==> src/rtl/hazard_controller.sv <==
// hazard_controller: forwarding, stall and flush control for the 5-stage
// pipelined ARM datapath. Keeps a private 3-stage shadow pipe that tracks
// in-flight PC writes, plus saturating debug counters for stall/flush events.
module hazard_controller #(
  parameter int CNT_WIDTH = 16
) (
  input  logic                 clk,
  input  logic                 reset,
  input  logic [3:0]           RA1D,
  input  logic [3:0]           RA2D,
  input  logic [3:0]           RA1E,
  input  logic [3:0]           RA2E,
  input  logic [3:0]           WA3E,
  input  logic [3:0]           WA3M,
  input  logic [3:0]           WA3W,
  input  logic                 RegWriteE,
  input  logic                 RegWriteM,
  input  logic                 RegWriteW,
  input  logic                 MemtoRegE,
  input  logic                 PCSrcD,
  input  logic                 BranchTakenE,
  input  logic                 count_clear,
  output logic [1:0]           ForwardAE,
  output logic [1:0]           ForwardBE,
  output logic                 StallF,
  output logic                 StallD,
  output logic                 FlushD,
  output logic                 FlushE,
  output logic                 PCSrcW,
  output logic [CNT_WIDTH-1:0] ldstall_cnt,
  output logic [CNT_WIDTH-1:0] pcwr_cnt,
  output logic [CNT_WIDTH-1:0] branch_cnt
);

  localparam logic [1:0] FWD_RD     = 2'b00;
  localparam logic [1:0] FWD_RESULT = 2'b01;
  localparam logic [1:0] FWD_ALUOUT = 2'b10;
  localparam logic [3:0] REG_PC     = 4'd15;
  localparam logic [CNT_WIDTH-1:0] CNT_ZERO = {CNT_WIDTH{1'b0}};
  localparam logic [CNT_WIDTH-1:0] CNT_MAX  = {CNT_WIDTH{1'b1}};
  localparam logic [CNT_WIDTH-1:0] CNT_ONE  = {{(CNT_WIDTH-1){1'b0}}, 1'b1};

  // Shadow pipe: PC-write flag as it moves through Execute, Memory, Writeback.
  logic pcsE_r;
  logic pcsM_r;
  logic pcsW_r;

  // Event counters.
  logic [CNT_WIDTH-1:0] ldstallCnt_r;
  logic [CNT_WIDTH-1:0] pcwrCnt_r;
  logic [CNT_WIDTH-1:0] branchCnt_r;

  // Raw (ungated) hazard decisions.
  logic [1:0] fwdA_s;
  logic [1:0] fwdB_s;
  logic       ldStall_s;
  logic       pcwrPend_s;
  logic       stallF_s;
  logic       stallD_s;
  logic       flushD_s;
  logic       flushE_s;
  logic       pcwrEvent_s;

  // Forward select for one Execute source operand. The Memory stage holds the
  // younger result and wins; R15 is never forwarded because the register file
  // already supplies PC+8 for it.
  function automatic logic [1:0] fwdSel(
    input logic [3:0] ra,
    input logic       regWriteM,
    input logic [3:0] wa3M,
    input logic       regWriteW,
    input logic [3:0] wa3W
  );
    logic [1:0] sel;
    sel = FWD_RD;
    if (ra == REG_PC) begin
      sel = FWD_RD;
    end else if (regWriteM && (wa3M == ra)) begin
      sel = FWD_ALUOUT;
    end else if (regWriteW && (wa3W == ra)) begin
      sel = FWD_RESULT;
    end else begin
      sel = FWD_RD;
    end
    return sel;
  endfunction

  // Next value of a saturating event counter; clear beats increment.
  function automatic logic [CNT_WIDTH-1:0] cntNext(
    input logic [CNT_WIDTH-1:0] cnt,
    input logic                 ev,
    input logic                 clr
  );
    logic [CNT_WIDTH-1:0] nxt;
    nxt = cnt;
    if (clr) begin
      nxt = CNT_ZERO;
    end else if (ev && (cnt != CNT_MAX)) begin
      nxt = cnt + CNT_ONE;
    end else begin
      nxt = cnt;
    end
    return nxt;
  endfunction

  // Hazard detection: forwarding, load-use stall and PC-write / branch flushes.
  always_comb begin
    fwdA_s      = FWD_RD;
    fwdB_s      = FWD_RD;
    ldStall_s   = 1'b0;
    pcwrPend_s  = 1'b0;
    stallF_s    = 1'b0;
    stallD_s    = 1'b0;
    flushD_s    = 1'b0;
    flushE_s    = 1'b0;
    pcwrEvent_s = 1'b0;

    fwdA_s = fwdSel(RA1E, RegWriteM, WA3M, RegWriteW, WA3W);
    fwdB_s = fwdSel(RA2E, RegWriteM, WA3M, RegWriteW, WA3W);

    // A taken branch squashes the Decode instruction anyway, so a load-use
    // stall on it would only waste a cycle.
    ldStall_s  = MemtoRegE && RegWriteE &&
                 ((RA1D == WA3E) || (RA2D == WA3E)) && !BranchTakenE;
    pcwrPend_s = PCSrcD || pcsE_r || pcsM_r;

    stallF_s    = ldStall_s || pcwrPend_s;
    stallD_s    = ldStall_s;
    flushD_s    = pcwrPend_s || pcsW_r || BranchTakenE;
    flushE_s    = ldStall_s || BranchTakenE;
    pcwrEvent_s = stallF_s && !ldStall_s;
  end

  // Output stage: every output reads zero while reset is held low.
  always_comb begin
    ForwardAE   = FWD_RD;
    ForwardBE   = FWD_RD;
    StallF      = 1'b0;
    StallD      = 1'b0;
    FlushD      = 1'b0;
    FlushE      = 1'b0;
    PCSrcW      = 1'b0;
    ldstall_cnt = CNT_ZERO;
    pcwr_cnt    = CNT_ZERO;
    branch_cnt  = CNT_ZERO;
    if (reset) begin
      ForwardAE   = fwdA_s;
      ForwardBE   = fwdB_s;
      StallF      = stallF_s;
      StallD      = stallD_s;
      FlushD      = flushD_s;
      FlushE      = flushE_s;
      PCSrcW      = pcsW_r;
      ldstall_cnt = ldstallCnt_r;
      pcwr_cnt    = pcwrCnt_r;
      branch_cnt  = branchCnt_r;
    end else begin
      ForwardAE   = FWD_RD;
      ForwardBE   = FWD_RD;
      StallF      = 1'b0;
      StallD      = 1'b0;
      FlushD      = 1'b0;
      FlushE      = 1'b0;
      PCSrcW      = 1'b0;
      ldstall_cnt = CNT_ZERO;
      pcwr_cnt    = CNT_ZERO;
      branch_cnt  = CNT_ZERO;
    end
  end

  // Shadow pipe advance; a PC write held under a stall or squashed by a
  // branch (both raise FlushE) does not enter Execute.
  always_ff @(posedge clk or negedge reset) begin
    if (!reset) begin
      pcsE_r <= 1'b0;
      pcsM_r <= 1'b0;
      pcsW_r <= 1'b0;
    end else begin
      pcsE_r <= PCSrcD && !flushE_s;
      pcsM_r <= pcsE_r;
      pcsW_r <= pcsM_r;
    end
  end

  // Debug event counters, saturating at all-ones, with a synchronous clear.
  always_ff @(posedge clk or negedge reset) begin
    if (!reset) begin
      ldstallCnt_r <= CNT_ZERO;
      pcwrCnt_r    <= CNT_ZERO;
      branchCnt_r  <= CNT_ZERO;
    end else begin
      ldstallCnt_r <= cntNext(ldstallCnt_r, ldStall_s,    count_clear);
      pcwrCnt_r    <= cntNext(pcwrCnt_r,    pcwrEvent_s,  count_clear);
      branchCnt_r  <= cntNext(branchCnt_r,  BranchTakenE, count_clear);
    end
  end

endmodule
==> config.mk <==
export PLATFORM = sky130hd
export DESIGN_NAME = hazard_controller
export DESIGN_NICKNAME = d
export VERILOG_FILES = /design/src/rtl/hazard_controller.sv
export SDC_FILE = /design/constraint.sdc
export NUM_CORES = 1
export LEC_CHECK = 0
export BUFFER_PORTS_ARGS = -buffer_cell sky130_fd_sc_hd__buf_2
export CORE_MARGIN = 2
export CORE_UTILIZATION = 54
export CTS_CLUSTER_DIAMETER = 200
export DETAILED_ROUTE_END_ITERATION = 16
export GPL_TIMING_DRIVEN = 0
export PLACE_DENSITY = 0.86
export REMOVE_ABC_BUFFERS = 1
export SLEW_MARGIN = 40
export SYNTH_ARGS = -nofsm -noshare
export SYNTH_HDL_FRONTEND = slang
export SYNTH_SLANG_ARGS = --single-unit
==> constraint.sdc <==
create_clock -name clk -period 2.3 [get_ports clk]
set_clock_uncertainty 0.1 [all_clocks]
set_input_delay 0.46 -clock clk [delete_from_list [all_inputs] [get_ports clk]]
set_output_delay 0.46 -clock clk [all_outputs]
set_load 0.01 [all_outputs]
==> metrics.yaml <==
dp_slack_ns: -0.524
drt_wl_total_mm: 8.54
drive_above_1_share_pct: 26.7
fin_crit_sh_pct: 100
seq_area_frac_synth_pct: 36.0
synth_warnings: 0
outcome: "finished, violations left"
cp_common_cell: "buf_2"
drt_iter0_markers: 233
end_kind: "output pin"
finalMaxSlewViolations: 0
die_h_um: 85.0
swShare_pct: 25.6
synthesis.instances: 409
multiInputGateArea_sq_um: 2320
max_slew_margin_pct: 59.4
floorplan.initialDensity_pct: 55.8
timing.rr.end: "pcwrCnt_r[12]"
synth-async-reset-ratio_pct: 100
setup_ws_ns: -0.00783
diodes: 0
synth-edff-count: 0
final_common_cell: "buf_2"
hpwl_mm: 5.67
cts_max_level: 2
crit_type: "in -> out"
wl_per_cell_um: 14.9
grt.met2_usage_pct: 40.1
cts.sinks: 51
post-route-drc-count: 0
critPathLaunchType: "input port"
drtPass1Iterations: 5
timing.fmax_mhz: 433
port_buffers: 93
failed_checks: "setup timing"
ir_drop_mv: 0.283
critical_path_arrival_ns: 1.75
finalNetCount: 535
cap_violations: 0
grt_pass1_vias: 3172
core_area_sq_um: 6350
grtUsageMet1_pct: 29.0
muxShareOfSynthArea_pct: 3.43
place_congestion: 0.845
sequentialPowerShare_pct: 51.6
area_growth_pct: 23.5
finalPower_mw: 1.79
crit_path_start: "WA3E[0]"
cts_max_path_buffers: 2
ys_types: 48
slowest_delay_ns: 0.45
p_clk_share_pct: 34.3
busiest_layer: "met2"
grt_pass1_wl_mm: 14.0
clk_transition_reported_paths_ns: 0.10
cp_num_cells: 7
pin_count: 94
synth_top_family_by_area: "simple AND/OR/NAND/NOR gates"
grt_overflow: 0
critPathBufInv: 2
worstSkewPairLatency_ns: 0.30
cts-root-buf: "clkbuf_8"
synth_compound_area_share_pct: 11.8
cts_tree: "done"
p_per_area_nw_per_um2: 409
tightest_slew_ns: 0.608
synth_seq_cells: 51
p_switching_mw: 0.458
ys.flop_type: "dfrtp_1"
placementRows: 29
rsz0062_at_grt: "true"
syn_avg_cell_area_sq_um: 8.66
cp_slowest_cell: "nor4_4"
via_per_inst: 5.89
dieArea_sq_um: 7230
grt_max_degree: 61
regArea_sq_um: 1280
cts_buffers: 5
hp-class: "in -> async"
detail-route-antenna-nets: 0
track_usage_pct: 22.9
p_int_mw: 1.33
leakage_nw: 2.04
mostFrequentLayoutCells: "buf_2 (88), and2_1 (57), dfrtp_1 (49)"
final_hold_viol_count: 0
synth_fa_ha_area_share_pct: 1.06
crit_fanout: 4
vias: 3370
n_fill_cell: 523
die_x_um: 85.0
antenna_found_initial: 0
worstPathCellList: "buf_2, xor2_1, nor4_4, or2_4, a31oi_4, nor2b_1, buf_2"
crit_required_ns: 1.74
r2r-start: "pcwrCnt_r[2]"
synthSimpleGateAreaFrac_pct: 36.8
reg2reg_slack_ns: 0.06
syn_area_sq_um: 3540
combPwrFrac_pct: 14.1
grt_util_met3_pct: 3.70
setup_viol: 1
synth_xor_area_share_pct: 8.65
crit_family: "simple AND/OR/NAND/NOR gates"
reg2reg_depth: 6
period_needed_ns: 2.31
worst register-to-register path: stages, from the launching register on:
cell     delay [ns]
dfrtp_1        0.46
and4_1         0.28
nor4b_4        0.15
buf_4          0.19
or4_1          0.53
or3_1          0.32
a21oi_1        0.15
cell families (layout without fill, tap and decap cells):
group	after synthesis	after routing
XOR/XNOR	35	35
buffers and inverters	21	106
AO/OA/AOI/OAI	64	65
flip-flops	51	51
AND/OR/NAND/NOR	224	224
multiplexers	11	11
adder cells (fa/ha/maj)	3	3
through the flow:
step	hold WS (ns)	cells	TNS, ns	utilization [%]	cell area (sq um)
after floorplan	0.0644	388	-0.909	-	3460
after global placement	0.274	558	-36.53	63.4	4020
after detailed placement	0.287	560	-4.87	64.4	4090
after CTS	0.160	569	-0.0540	67.0	4250
after global routing	0.197	572	-0.134	68.9	4380
final	0.155	572	-0.00783	68.9	4380
synthesized netlist by cell type (4+ instances only):
master,n,area [sq um]
a21oi_1,19,95.1
and2_1,57,357
and3_1,15,93.8
and4_1,7,61.3
clkbuf_1,19,71.3
dfrtp_1,51,1280
mux2_1,6,67.6
nand2_1,22,82.6
nand3_1,12,60.1
nand4_1,15,93.8
nor2_1,32,120
nor2b_1,10,62.6
nor3_1,9,45.0
nor4_1,10,62.6
o2111ai_1,4,35.0
o211ai_1,6,45.0
o21ai_0,10,50.1
o31ai_1,8,60.1
or3_1,8,50.1
or4_1,11,82.6
xnor2_1,11,96.3
xor2_1,24,210
per-layer routing:
metal	share of wire (%)	wire [um]
met1	43	3680
met2	49	4200
met3	6.3	542
met4	1.5	127
met5	0	0
state kept, by name, summed over array words and instances, names as in the netlist:
| register | flops |
|---|---|
| branchCnt_r | 16 |
| ldstallCnt_r | 16 |
| pcwrCnt_r | 16 |
| pcsE_r | 1 |
| pcsM_r | 1 |
| pcsW_r | 1 |
worst max path at each step:
stage / endpoint
after floorplan: StallF
after global placement: StallF
after detailed placement: StallD
after CTS: StallD
after global routing: FlushE
final: FlushE
power groups by stage:
stage | combinational (mW) | clock [mW] | sequential, mW
6_report | 0.252 | 0.614 | 0.924
5_1_grt | 0.283 | 0.655 | 0.925
4_1_cts | 0.233 | 0.633 | 0.921
3_5_place_dp | 0.217 | 0 | 0.938
3_3_place_gp | 0.201 | 0 | 0.937
2_1_floorplan | 0.0932 | 0 | 0.934
final cells by class:
type / instances / area share (%)
multi-input cells: 338 / 53.0
flip-flops and latches: 51 / 29.2
repair buffers: 99 / 13.1
well taps: 77 / 2.20
clock buffers: 5 / 1.57
clock inverters: 2 / 0.858
what timing repair did:
action                                  4_1_cts  5_1_grt
hold buffers                                  1        0
resized for setup                             6       22
endpoints found under the hold margin        28        0
pin swaps                                     3        8
cloned                                        0        1
endpoints found under the setup margin        8        6
setup buffers                                 1        2
(Power assumes the default switching activity.)
